$ cat src/rtl/asyn_fifo_pkg.sv
// Shared definitions for the asynchronous FIFO write-side blocks:
// arbiter state encodings and the index-width helper.
package asyn_fifo_pkg;

  localparam logic [0:0] ST_IDLE = 1'b0;
  localparam logic [0:0] ST_LOCK = 1'b1;

  // Width of an index able to hold 0..n-1, never narrower than one bit
  function automatic int idx_width(input int n);
    return (n > 1) ? $clog2(n) : 1;
  endfunction

endpackage

$ cat src/rtl/wr_arbiter_rr_picker.sv
// Combinational round-robin picker: first set request at or after i_ptr,
// searching upward modulo N_REQ.
module rr_picker
  import asyn_fifo_pkg::*;
#(
  parameter int N_REQ = 4,
  parameter int IW    = 2
) (
  input  logic [N_REQ-1:0] i_req,
  input  logic [IW-1:0]    i_ptr,
  output logic [IW-1:0]    o_idx,
  output logic             o_any
);

  logic [IW-1:0] w_cand;
  logic          w_hit;

  // Scan offsets 0..N_REQ-1 from the pointer; the first hit wins
  always_comb begin
    o_idx  = {IW{1'b0}};
    o_any  = 1'b0;
    w_cand = {IW{1'b0}};
    w_hit  = 1'b0;
    for (int k = 0; k < N_REQ; k++) begin
      w_cand = IW'((int'(i_ptr) + k) % N_REQ);
      w_hit  = !o_any && i_req[w_cand];
      o_idx  = w_hit ? w_cand : o_idx;
      o_any  = o_any | i_req[w_cand];
    end
  end

endmodule

$ cat src/rtl/wr_arbiter.sv
// Write-side arbiter: round-robin grant of the single FIFO write port,
// locked for a whole packet, with forced release after MAX_BURST beats.
module wr_arbiter
  import asyn_fifo_pkg::*;
#(
  parameter int N_REQ      = 4,
  parameter int DATA_WIDTH = 32,
  parameter int MAX_BURST  = 16,
  localparam int IW = idx_width(N_REQ),
  localparam int BW = idx_width(MAX_BURST + 1)
) (
  input  logic                        wclk,
  input  logic                        wrst,
  input  logic [N_REQ-1:0]            req_valid,
  input  logic [N_REQ-1:0]            req_last,
  input  logic [N_REQ*DATA_WIDTH-1:0] req_data,
  output logic [N_REQ-1:0]            req_ready,
  input  logic                        full,
  output logic                        winc,
  output logic [DATA_WIDTH-1:0]       wdata,
  output logic [IW-1:0]               grant_id,
  output logic                        busy,
  output logic                        burst_err
);

  logic [0:0]    r_state;
  logic [IW-1:0] r_grant;
  logic [IW-1:0] r_rr_ptr;
  logic [BW-1:0] r_beat_cnt;
  logic          r_burst_err;

  logic [IW-1:0] w_pick;
  logic          w_any;
  logic          w_lock;
  logic          w_fire;
  logic          w_last;
  logic [BW-1:0] w_cnt_next;
  logic [IW-1:0] w_ptr_next;

  rr_picker #(
    .N_REQ (N_REQ),
    .IW    (IW)
  ) u_picker (
    .i_req (req_valid),
    .i_ptr (r_rr_ptr),
    .o_idx (w_pick),
    .o_any (w_any)
  );

  assign w_lock     = (r_state == ST_LOCK);
  assign w_fire     = w_lock && req_valid[r_grant] && !full;
  assign w_last     = req_last[r_grant];
  assign w_cnt_next = r_beat_cnt + BW'(1);
  assign w_ptr_next = (r_grant == IW'(N_REQ - 1)) ? {IW{1'b0}} : r_grant + IW'(1);

  // Only the owner sees ready, and only while the FIFO has room
  always_comb begin
    req_ready = {N_REQ{1'b0}};
    if (w_lock && !full) begin
      req_ready[r_grant] = 1'b1;
    end else begin
      req_ready = {N_REQ{1'b0}};
    end
  end

  assign winc      = w_fire;
  assign wdata     = w_fire ? req_data[r_grant*DATA_WIDTH +: DATA_WIDTH] : {DATA_WIDTH{1'b0}};
  assign grant_id  = r_grant;
  assign busy      = w_lock;
  assign burst_err = r_burst_err;

  // Grant FSM; burst_err is a one-cycle pulse following a forced release
  always_ff @(posedge wclk or posedge wrst) begin
    if (wrst) begin
      r_state     <= ST_IDLE;
      r_grant     <= {IW{1'b0}};
      r_rr_ptr    <= {IW{1'b0}};
      r_beat_cnt  <= {BW{1'b0}};
      r_burst_err <= 1'b0;
    end else begin
      r_burst_err <= 1'b0;
      case (r_state)
        ST_IDLE: begin
          if (w_any) begin
            r_state    <= ST_LOCK;
            r_grant    <= w_pick;
            r_beat_cnt <= {BW{1'b0}};
          end
        end
        ST_LOCK: begin
          if (w_fire) begin
            r_beat_cnt <= w_cnt_next;
            if (w_last) begin
              r_state  <= ST_IDLE;
              r_rr_ptr <= w_ptr_next;
            end else if (w_cnt_next == BW'(MAX_BURST)) begin
              r_state     <= ST_IDLE;
              r_rr_ptr    <= w_ptr_next;
              r_burst_err <= 1'b1;
            end
          end
        end
        default: begin
          r_state <= ST_IDLE;
        end
      endcase
    end
  end

endmodule
$ cat config.mk
export PLATFORM = sky130hd
export DESIGN_NAME = wr_arbiter
export DESIGN_NICKNAME = d
export VERILOG_FILES = /design/src/rtl/asyn_fifo_pkg.sv /design/src/rtl/wr_arbiter_rr_picker.sv /design/src/rtl/wr_arbiter.sv
export SDC_FILE = /design/constraint.sdc
export NUM_CORES = 1
export LEC_CHECK = 0
export ABC_AREA = 0
export CAP_MARGIN = 0
export CORE_ASPECT_RATIO = 0.7
export CORE_MARGIN = 4
export CORE_UTILIZATION = 32
export DETAILED_ROUTE_END_ITERATION = 7
export GPL_TIMING_DRIVEN = 0
export PLACE_DENSITY_LB_ADDON = 0.1
export SLEW_MARGIN = 30
export SYNTH_ARGS = -nofsm -noshare
export SYNTH_HDL_FRONTEND = slang
export SYNTH_HIERARCHICAL = 1
export SYNTH_SLANG_ARGS = --single-unit
$ cat constraint.sdc
create_clock -name wclk -period 7.3 [get_ports wclk]
set_clock_uncertainty 0.2 [all_clocks]
set_input_delay 2.19 -clock wclk [delete_from_list [all_inputs] [get_ports wclk]]
set_output_delay 2.19 -clock wclk [all_outputs]
set_load 0.03 [all_outputs]
==> results_dict.tcl <==
set metrics [dict create \
    rsz0062_at_grt "false" \
    ir_drop_mv 0.121 \
    postCtsHoldBufs 0 \
    setup_violations 0 \
    via_per_inst 5.18 \
    io_buffers 179 \
    cp.required_ps 4910 \
    grt.overflow.total 0 \
    grt_max_degree 12 \
    drcViolationCount 0 \
    finalSetupTns_ps 0 \
    grt_pass1_vias 2280 \
    finalHoldViolCount 0 \
    synthCells 157 \
    clkTransAtPathRegs_ps 50 \
    insertion_delay_ps 240 \
    drt_iter0_markers 88 \
    coreArea_mm2 0.00523 \
    post_cts_buffers 0 \
    crit_top_cell "clkdlybuf4s50_1" \
    area_growth_syn_to_layout_pct 111 \
    h-tree-depth 1 \
    outcome "finished clean" \
    cts_resized 0 \
    p_seq_share_pct 11.9 \
    yosysWarningCount 6 \
    die_h_um 69.6 \
    synth_cell_type_count 34 \
    crit_path_top_delay_cell "clkdlybuf4s50_1" \
    drv_cap 0 \
    num_rows 22 \
    antenna_found_initial 0 \
    fp.dieW_um 96.0 \
    worst_path_largest_cell_delay_ps 690 \
    post-dp-hpwl_mm 6.88 \
    fin_crit_ps 6790 \
    antenna_cells 0 \
    p_sw_uw 437 \
    die_area_mm2 0.00668 \
    arrival_ps 4400 \
    grt_pass1_wl_mm 12.0 \
    cts_tree "yes" \
    clock_sinks 11 \
    nNetsFinal 485 \
    route.detailed.wl_per_inst_um 19.2 \
    startpoint_type "input pin" \
    first_pass_iters 4 \
    cp_cell_sequence "clkdlybuf4s50_1, nor2_1, clkbuf_1, and3_1, clkdlybuf4s50_1" \
    cp_max_fo 10 \
    p_leak_nw 1.48 \
    clockBufferDepth 2 \
    p_per_area_mw_per_mm2 267 \
    numCtsBuffers 3 \
    drive_gt1_share_pct 14.4 \
    max_freq_ghz 0.147 \
    max_slew_margin_pct 53.5 \
    slew_violations 0 \
    via_count 2135 \
    worstSetupPathType "in2out" \
    syn_nets 301 \
    seq_area_frac_synth_pct 15.9 \
    cp-end-kind "output port" \
    hp-class "reg2reg" \
    synth.avg_cell_area_um2 11.0 \
    synth_area_mm2 0.00173 \
    grt_usage_pct 23.5 \
    p_comb_share_pct 81.5 \
    power.total_uw 978 \
    period_share_pct 93.1 \
    io_pins 180 \
    cp_num_buf_inv 3 \
    p_int_uw 540 \
    p_clk_share_pct 6.5 \
    drtAntennaViolNets 0 \
    clock-root-buffer "clkbuf_8" \
    gp_congestion 0.847 \
    switching_share_pct 44.7 \
    routed_wirelength_mm 7.92 \
    tightest_slew_ps 695 \
    floorplan.initialDensity_pct 33.2 \
    ys_seq_elements 11 \
    path_delay_family "buffers and inverters" \
]
==> stage by stage <==
step	hold WS (ps)	util (%)	instances	area, um2	worst slack (ps)
final	341	70.0	412	3660	506
after global placement	320	69.1	408	3620	486
after floorplan	289	-	157	1730	1750
after detailed placement	320	69.1	408	3620	454
after global routing	362	70.0	412	3660	277
after CTS	343	70.0	412	3660	450
==> kinds of logic after synthesis <==
group	count (synthesis)	share of synthesized area (%)
AOI/OAI and AO/OA	14	4.98
and+or+nand+nor	62	20.6
adders and majority gates	5	3.61
muxes	40	48.8
DFF	11	15.9
buffers and inverters	25	6.13
==> layout make-up <==
type | count | area [um2]
sequential | 11 | 275
inverter | 11 | 41.3
buffer | 14 | 65.1
fill | 408 | 1570
timing repair buffer | 179 | 1790
clock buffer | 4 | 45.0
multi-input combinational | 121 | 1350
tap | 72 | 90.1
==> layer usage <==
layer	routed length [um]	up-vias	track usage, %
met5	0	-	0
met3	775	12	6.51
met1	2840	1025	26.9
met2	4160	107	43.0
met4	136	0	4.89
li1	-	991	-
==> cells in the final DEF, fill, tap and decap left out, types with 5 or more instances in the layout <==
cell and instances:
clkdlybuf4s50_1 179, mux4_2 32, and3_1 32, dfrtp_1 11
inv_1 9, clkbuf_1 9, nand2_1 8, nor2_1 6
a21oi_1 6, ha_1 5
==> power groups by stage <==
stage	combinational (mW)	clock, mW	sequential, mW
6_report	0.797	0.0639	0.117
5_1_grt	0.858	0.0682	0.121
4_1_cts	0.808	0.0644	0.116
3_5_place_dp	0.803	0	0.116
3_3_place_gp	0.793	0	0.115
2_1_floorplan	0.513	0	0.123
==> cells in the mapped netlist (all sizes together) <==
library cell / number / area share (%)
and3b: 1 / 0.51
nor3: 2 / 0.58
o221ai: 1 / 0.51
o21ai: 3 / 0.87
inv: 11 / 2.4
nand4: 1 / 0.36
buf: 6 / 2.0
mux4: 34 / 45
a21oi: 7 / 2.2
a31oi: 1 / 0.36
o211ai: 1 / 0.43
nor3b: 1 / 0.43
nor4: 1 / 0.36
clkbuf: 8 / 1.7
and2: 4 / 1.4
mux2: 4 / 3.0
dfrtp: 11 / 16
and3: 32 / 12
a221o: 1 / 0.58
ha: 5 / 3.6
nand3: 3 / 0.87
nand2: 9 / 2.4
mux2i: 2 / 1.2
nor2: 6 / 1.3
nand2b: 2 / 0.87
==> sequential cells by signal (all words and copies together) (netlist names) <==
signal      count
busy            1
r_rr_ptr        2
r_beat_cnt      5
burst_err       1
grant_id        2
==> final timing paths <==
path / from / end / slack, ps / depth (start not counted)
setup / recovery: full / wdata[16] / 510 / 5
hold / removal: r_beat_cnt[0]$_DFFE_PP0P_ / r_beat_cnt[0]$_DFFE_PP0P_ / 340 / 1
setup reg to reg: busy$_DFF_PP0_ / r_rr_ptr[1]$_DFFE_PP0P_ / 5180 / 5
hold reg to reg: r_beat_cnt[0]$_DFFE_PP0P_ / r_beat_cnt[0]$_DFFE_PP0P_ / 340 / 1
max in group asynchronous: wrst / r_beat_cnt[0]$_DFFE_PP0P_ / 4510 / 2
min in group asynchronous: wrst / burst_err$_DFF_PP0_ / 2060 / 2
==> worst reg2reg max path: cells and delay by family (launching register included) <==
family | cells | cell delay (ps)
buf+inv | 1 | 100
compound gates | 1 | 240
mux | 1 | 320
flops | 1 | 450
simple gates | 2 | 690
No activity file was read; power rests on OpenSTA's default activity.
